===== src/rtl/fb_pkg.sv =====
// rtl/fb_pkg.sv - shared frame-buffer widths, depth and arbiter grant encoding
package fb_pkg;

    localparam int FB_ADDR_W = 15;
    localparam int FB_DATA_W = 8;
    localparam int FB_WORDS  = 32768;

    typedef enum logic [1:0] {
        IDLE       = 2'd0,
        GRANT_DISP = 2'd1,
        GRANT_WR   = 2'd2,
        FORCE_WR   = 2'd3
    } fb_grant_e;

endpackage


===== src/rtl/fb_wr_fifo.sv =====
// rtl/fb_wr_fifo.sv - synchronous address+data write FIFO with occupancy output
module fb_wr_fifo #(
    parameter int AW    = 15,
    parameter int DW    = 8,
    parameter int DEPTH = 4
) (
    input  logic                   clk,
    input  logic                   rst_n,
    input  logic                   push,
    input  logic [AW-1:0]          push_addr,
    input  logic [DW-1:0]          push_data,
    input  logic                   pop,
    output logic [AW-1:0]          head_addr,
    output logic [DW-1:0]          head_data,
    output logic                   full,
    output logic                   empty,
    output logic [$clog2(DEPTH):0] level
);

    localparam int PW = $clog2(DEPTH);
    localparam int LW = PW + 1;

    logic [AW+DW-1:0] mem [DEPTH];
    logic [PW-1:0]    wr_ptr;
    logic [PW-1:0]    rd_ptr;
    logic             push_ok;
    logic             pop_ok;

    assign full    = (level == LW'(DEPTH));
    assign empty   = (level == '0);
    assign push_ok = push && !full;
    assign pop_ok  = pop && !empty;

    // Storage carries no reset; a reset only rewinds the pointers, discarding contents.
    always_ff @(posedge clk) begin
        if (push_ok) begin
            mem[wr_ptr] <= {push_addr, push_data};
        end
    end

    always_ff @(posedge clk or negedge rst_n) begin
        if (!rst_n) begin
            wr_ptr <= '0;
            rd_ptr <= '0;
            level  <= '0;
        end else begin
            if (push_ok) begin
                wr_ptr <= wr_ptr + PW'(1);
            end
            if (pop_ok) begin
                rd_ptr <= rd_ptr + PW'(1);
            end
            case ({push_ok, pop_ok})
                2'b10:   level <= level + LW'(1);
                2'b01:   level <= level - LW'(1);
                default: level <= level;
            endcase
        end
    end

    assign {head_addr, head_data} = mem[rd_ptr];

endmodule


===== src/rtl/fb_port_arbiter.sv =====
// rtl/fb_port_arbiter.sv - display-priority arbiter sharing one frame-buffer BRAM port with buffered camera writes
module fb_port_arbiter
    import fb_pkg::*;
#(
    parameter int ADDR_W     = FB_ADDR_W,
    parameter int DATA_W     = FB_DATA_W,
    parameter int FIFO_DEPTH = 4,
    parameter int STARVE_MAX = 16
) (
    input  logic                          clk,
    input  logic                          rst_n,
    input  logic                          disp_req,
    input  logic [ADDR_W-1:0]             disp_addr,
    output logic [DATA_W-1:0]             disp_rdata,
    output logic                          disp_rvalid,
    output logic                          disp_miss,
    input  logic                          wr_valid,
    output logic                          wr_ready,
    input  logic [ADDR_W-1:0]             wr_addr,
    input  logic [DATA_W-1:0]             wr_data,
    output logic [ADDR_W-1:0]             bram_addr,
    output logic                          bram_we,
    output logic [DATA_W-1:0]             bram_wdata,
    input  logic [DATA_W-1:0]             bram_rdata,
    output logic [$clog2(FIFO_DEPTH):0]   fifo_level,
    output logic [7:0]                    starve_events
);

    localparam int SW = $clog2(STARVE_MAX);

    fb_grant_e         grant;
    logic              fifo_full;
    logic              fifo_empty;
    logic              push;
    logic              pop;
    logic [ADDR_W-1:0] head_addr;
    logic [DATA_W-1:0] head_data;
    logic [SW-1:0]     starve_cnt;
    logic              rd_pend;
    logic              miss_pend;
    logic [DATA_W-1:0] rdata_q;

    assign wr_ready = rst_n && !fifo_full;
    assign push     = wr_valid && !fifo_full;
    assign pop      = (grant == GRANT_WR) || (grant == FORCE_WR);

    fb_wr_fifo #(
        .AW    (ADDR_W),
        .DW    (DATA_W),
        .DEPTH (FIFO_DEPTH)
    ) u_wr_fifo (
        .clk       (clk),
        .rst_n     (rst_n),
        .push      (push),
        .push_addr (wr_addr),
        .push_data (wr_data),
        .pop       (pop),
        .head_addr (head_addr),
        .head_data (head_data),
        .full      (fifo_full),
        .empty     (fifo_empty),
        .level     (fifo_level)
    );

    always_comb begin
        grant = IDLE;
        if (disp_req && !fifo_empty && (starve_cnt == SW'(STARVE_MAX - 1))) begin
            grant = FORCE_WR;
        end else if (disp_req) begin
            grant = GRANT_DISP;
        end else if (!fifo_empty) begin
            grant = GRANT_WR;
        end
    end

    // Two-stage read pipe: address lands on the BRAM one cycle after the slot, data one cycle later.
    always_ff @(posedge clk or negedge rst_n) begin
        if (!rst_n) begin
            bram_addr     <= '0;
            bram_we       <= 1'b0;
            bram_wdata    <= '0;
            rd_pend       <= 1'b0;
            miss_pend     <= 1'b0;
            disp_rvalid   <= 1'b0;
            disp_miss     <= 1'b0;
            rdata_q       <= '0;
            starve_cnt    <= '0;
            starve_events <= '0;
        end else begin
            bram_we   <= pop;
            rd_pend   <= (grant == GRANT_DISP);
            miss_pend <= (grant == FORCE_WR);
            if (grant == GRANT_DISP) begin
                bram_addr <= disp_addr;
            end else if (pop) begin
                bram_addr  <= head_addr;
                bram_wdata <= head_data;
            end

            disp_rvalid <= rd_pend;
            disp_miss   <= miss_pend;
            if (disp_rvalid) begin
                rdata_q <= bram_rdata;
            end

            if (pop || fifo_empty) begin
                starve_cnt <= '0;
            end else begin
                starve_cnt <= starve_cnt + SW'(1);
            end
            if ((grant == FORCE_WR) && (starve_events != 8'hFF)) begin
                starve_events <= starve_events + 8'd1;
            end
        end
    end

    // Live BRAM data in the valid cycle, otherwise the last delivered pixel is held.
    assign disp_rdata = disp_rvalid ? bram_rdata : rdata_q;

endmodule

===== config.mk =====
export PLATFORM = sky130hd
export DESIGN_NAME = fb_port_arbiter
export DESIGN_NICKNAME = d
export VERILOG_FILES = /design/src/rtl/fb_pkg.sv /design/src/rtl/fb_wr_fifo.sv /design/src/rtl/fb_port_arbiter.sv
export SDC_FILE = /design/constraint.sdc
export NUM_CORES = 1
export LEC_CHECK = 0
export CELL_PAD_IN_SITES_DETAIL_PLACEMENT = 2
export CELL_PAD_IN_SITES_GLOBAL_PLACEMENT = 2
export CORE_MARGIN = 4
export CORE_UTILIZATION = 39
export DETAILED_ROUTE_END_ITERATION = 12
export GPL_TIMING_DRIVEN = 0
export PLACE_DENSITY_LB_ADDON = 0.1
export SLEW_MARGIN = 25
export SYNTH_ARGS = -nofsm -noshare
export SYNTH_HDL_FRONTEND = slang
export SYNTH_SLANG_ARGS = --single-unit

===== constraint.sdc =====
create_clock -name clk -period 2.5 [get_ports clk]
set_input_delay 0.375 -clock clk [delete_from_list [all_inputs] [get_ports clk]]
set_output_delay 0.375 -clock clk [all_outputs]
set_load 0.02 [all_outputs]

==> results summary <==
The run finished with clean final reports. Summed over all failing endpoints, the final setup total negative slack is 0 ns. The largest voltage drop on the vdd net is 541 uV. The overall overflow remaining after global route came out at 0. The delay of the slowest critical-path stage is 0.63 ns.

The filler cell count in the final layout is 1311. For this run, the leading register cell type out of synthesis is edfxtp_1. The height of the die is 131 um. The first-pass iteration count of the detailed router came out at 4. When the netlist entered floorplanning its net count stood at 396. The worst register-to-register path has a depth of 7.

In this run the critical register-to-register path is launched from u_wr_fifo.level[0]$_DFFE_PN0P_. The maximum clock path buffer count came out at 2. The slowest stage of the critical path is the clkdlybuf4s50_1 cell.

In the final routed layout, each cell accounts on average for 23.2 um. The vias per cell is 5.28. The tightest hold path in the finished design has a slack of 0.333 ns.

In the synthesized netlist the async set-or-reset flop fraction comes to 0.374. The synthesized area per cell came out at 17.5 um^2. The synthesis warning total came out at 0. Summing all multi-input logic gate instances after layout gives 1650 um^2. The initial core utilization came out at 0.402.

The number of enable flip-flop cells after synthesis came out at 92. In the routed design, unresolved DRC markers number 0. The cell area power density is 1090 nW/um^2. The clock buffer count from CTS is 17.

The area of all sequential standard cells is 4140 um^2. In this run the critical register-to-register path is captured at u_wr_fifo.level[1]$_DFFE_PN0P_. The critical path buffer and inverter count came out at 3. The width of the die is 131 um. The gate count of the mapped netlist is 338.

The critical path goes through dlygate4sd3_1 > buf_4 > a21boi_0 > clkdlybuf4s50_1. The total via count after detailed routing is 3422. The final worst setup slack came out at 0.186 ns. The kind of end point of the critical path is an output pin. The aggregate global-route resource usage is 0.184.

The placed wire-length estimate after detailed placement came out at 9.79 mm. The antenna cell count came out at 0. The worst pin sits at a relative slew slack of 0.523. The count of different cell masters after synthesis is 36. The share of total power dissipated in the clock network is 0.295. The first-iteration detailed-routing DRC count came out at 138. The clock transition at the registers of the reported paths came out at 0.06 ns. The power dissipated by switching net loads is 2.55 mW.

The first global-routing pass estimated 24.1 mm of wire. The share of total power consumed by net switching is 0.301. The data required time at the worst endpoint is 2.12 ns. The largest clock skew in the final design is 0.00726 ns. The total of buffers placed on input and output ports is 94.

The overall routed net length is 15.0 mm. Of the cells placed in the final design, the portion with a size suffix greater than 1 is 0.166. Before CTS, the worst setup slack after placement is -0.111 ns.

STA classifies the critical path startpoint as a primary input. The static leakage power came out at 2.88 nW. The count of nets left with antenna violations after detail routing is 0.

The die area came out at 17200 um^2. At the pin with the least slew margin, the transition time is 0.716 ns. The initialized floorplan defines 44 standard-cell rows. The min-delay analysis places its worst path in the category primary input to async pin. The register-to-register path setup slack is 0.22 ns. Max-cap violations in this run came to 0. The share of power burned in registers is 0.410. The total standard cell area after synthesis came out at 5910 um^2. The number of endpoints with negative hold slack in the final report was 0. The initial antenna violation count is 0. Of the available clock period, the critical path in the final layout requires 0.926.

TritonCTS built the clock tree. The congestion estimate from routability-driven global placement came to 0.764. The part of the total power dissipated in combinational logic is 0.295. The via count of the first global-routing pass came out at 3987. The maximum clock frequency came out at 0.432 GHz. The count of final setup violators is 0. The number of setup buffers added after CTS came out at 0. The critical path class is primary input to output pin.

The minimum clock period is 2.31 ns. Setup repair after global routing left no endpoint under its margin. The signal arrival time at the worst endpoint is 1.94 ns. The maximum fanout count along the critical path is 9. Broken down by cell family, the worst path's largest delay share belongs to buffers and inverters.

The core region is 14700 um^2. The clock root buffer is clkbuf_16. Relative to the synthesized area, the layout overhead comes to 30.6%. The clock drives 147 sinks.

The number of storage elements in the synthesis netlist is 147. The final layout net count is 509. The final total power came out at 8.44 mW. The clock latency at the later pin of the worst-skew pair is 0.42 ns. CTS built an H-tree with a depth of 4.

The number of primary I/O pins is 96. The cell internal power dissipation is 5.90 mW. The maximum number of pins on one net before global-route repair came out at 49.

Of the synthesized area, sequential elements account for 0.700. The count of final max-slew check failures came out at 0.
==> sequential cells by signal, summed over array words and instances (netlist names) <==
name,count
bram_addr,15
bram_wdata,8
bram_we,1
disp_miss,1
disp_rvalid,1
miss_pend,1
rd_pend,1
rdata_q,8
starve_cnt,4
starve_events,8
u_wr_fifo.level,3
u_wr_fifo.mem,92
u_wr_fifo.rd_ptr,2
u_wr_fifo.wr_ptr,2
==> cells by family (layout without fill, tap and decap cells) <==
logic type	after synthesis	in the layout	share of synthesized area
simple gates	65	65	0.0637
buf+inv	26	152	0.0233
xor+xnor	15	15	0.0222
flops	147	147	0.700
fa+ha+maj	8	8	0.0182
mux	41	41	0.131
compound gates	36	36	0.0413
==> through the flow <==
step                      cells  utilization  cell area (um^2)
final                       648        0.525              7720
after global routing        648        0.525              7720
after CTS                   649        0.525              7720
after detailed placement    617        0.484              7110
after global placement      616        0.482              7080
after floorplan             338            -              5910
==> power by group through the flow <==
stage / registers, mW / clock network, mW / logic, mW
floorplan: 3.65 / 0 / 1.29
global placement: 3.46 / 0 / 2.44
detailed placement: 3.50 / 0 / 2.54
CTS: 3.47 / 2.54 / 2.56
global route: 3.52 / 2.65 / 2.70
finish: 3.46 / 2.49 / 2.49
==> layout by cell type, fill, tap and decap left out, types with 4 or more instances in the layout <==
cell             Yosys  layout
xor2_1              10      10
edfxtp_1            92      92
nor2_1              11      11
nand3_1             21      21
mux4_2              11      11
mux4_1              12      12
dfrtp_1             55      55
nand3b_1            15      15
o21ai_0             16      16
nand2_1              4       4
xnor2_1              5       5
and2_2               0       4
clkbuf_1            10      10
o211ai_1            15      15
mux2_2              14      14
clkdlybuf4s50_1      0      93
ha_1                 7       6
inv_1                8       8
clkbuf_16            0      20
==> area by class of cell <==
class                   count  area share
flip-flops and latches    147       0.536
repair buffers             96       0.126
inverters                   8     0.00389
plain buffers              16      0.0131
clock buffers              26      0.0716
clock inverters             6     0.00503
well taps                 184      0.0298
multi-input cells         165       0.214
==> timing repair <==
item	4_1_cts	5_1_grt
hold endpoints to repair	7	0
endpoints found under the setup margin	5	2
resized for setup	3	3
hold buffers	1	0
==> how the worst max path moves through the flow <==
| stage | slack [ns] | cells after the start | endpoint | startpoint |
|---|---|---|---|---|
| after detailed placement | -0.11 | 10 | u_wr_fifo.level[2]$_DFFE_PN0P_ | starve_cnt[0]$_DFF_PN0_ |
| after global routing | 0.04 | 9 | u_wr_fifo.level[2]$_DFFE_PN0P_ | starve_cnt[0]$_DFF_PN0_ |
| after CTS | 0.02 | 7 | u_wr_fifo.level[1]$_DFFE_PN0P_ | u_wr_fifo.level[0]$_DFFE_PN0P_ |
| after floorplan | 0.35 | 10 | u_wr_fifo.level[2]$_DFFE_PN0P_ | starve_cnt[0]$_DFF_PN0_ |
| final | 0.19 | 4 | wr_ready | rst_n |
| after global placement | -1.71 | 3 | wr_ready | rst_n |
==> layer usage <==
metal / wire length [um] / GRT usage / up-vias
li1: - / - / 1534
met5: 0 / 0 / -
met4: 256 / 0.0648 / 0
met2: 7940 / 0.322 / 85
met3: 485 / 0.0386 / 16
met1: 6330 / 0.228 / 1787
==> cells in the mapped netlist (2+ instances only) <==
cell type	instances	area, um^2
nor3_1	3	15.0
o211ai_1	15	113
dfrtp_1	55	1380
xnor2_1	5	43.8
and3_1	2	12.5
clkbuf_1	10	37.5
mux2_4	3	45.0
nor2_1	11	41.3
buf_2	3	15.0
inv_1	8	30.0
buf_6	2	22.5
o21ai_0	16	80.1
nand2_1	4	15.0
edfxtp_1	92	2760
nand3b_1	15	113
mux4_2	11	248
nand3_1	21	105
mux2_2	14	158
xor2_1	10	87.6
ha_1	7	87.6
and2_1	4	25.0
mux4_1	12	315
a21oi_1	2	10.0
Note: power is estimated with default switching activity, not from simulation.
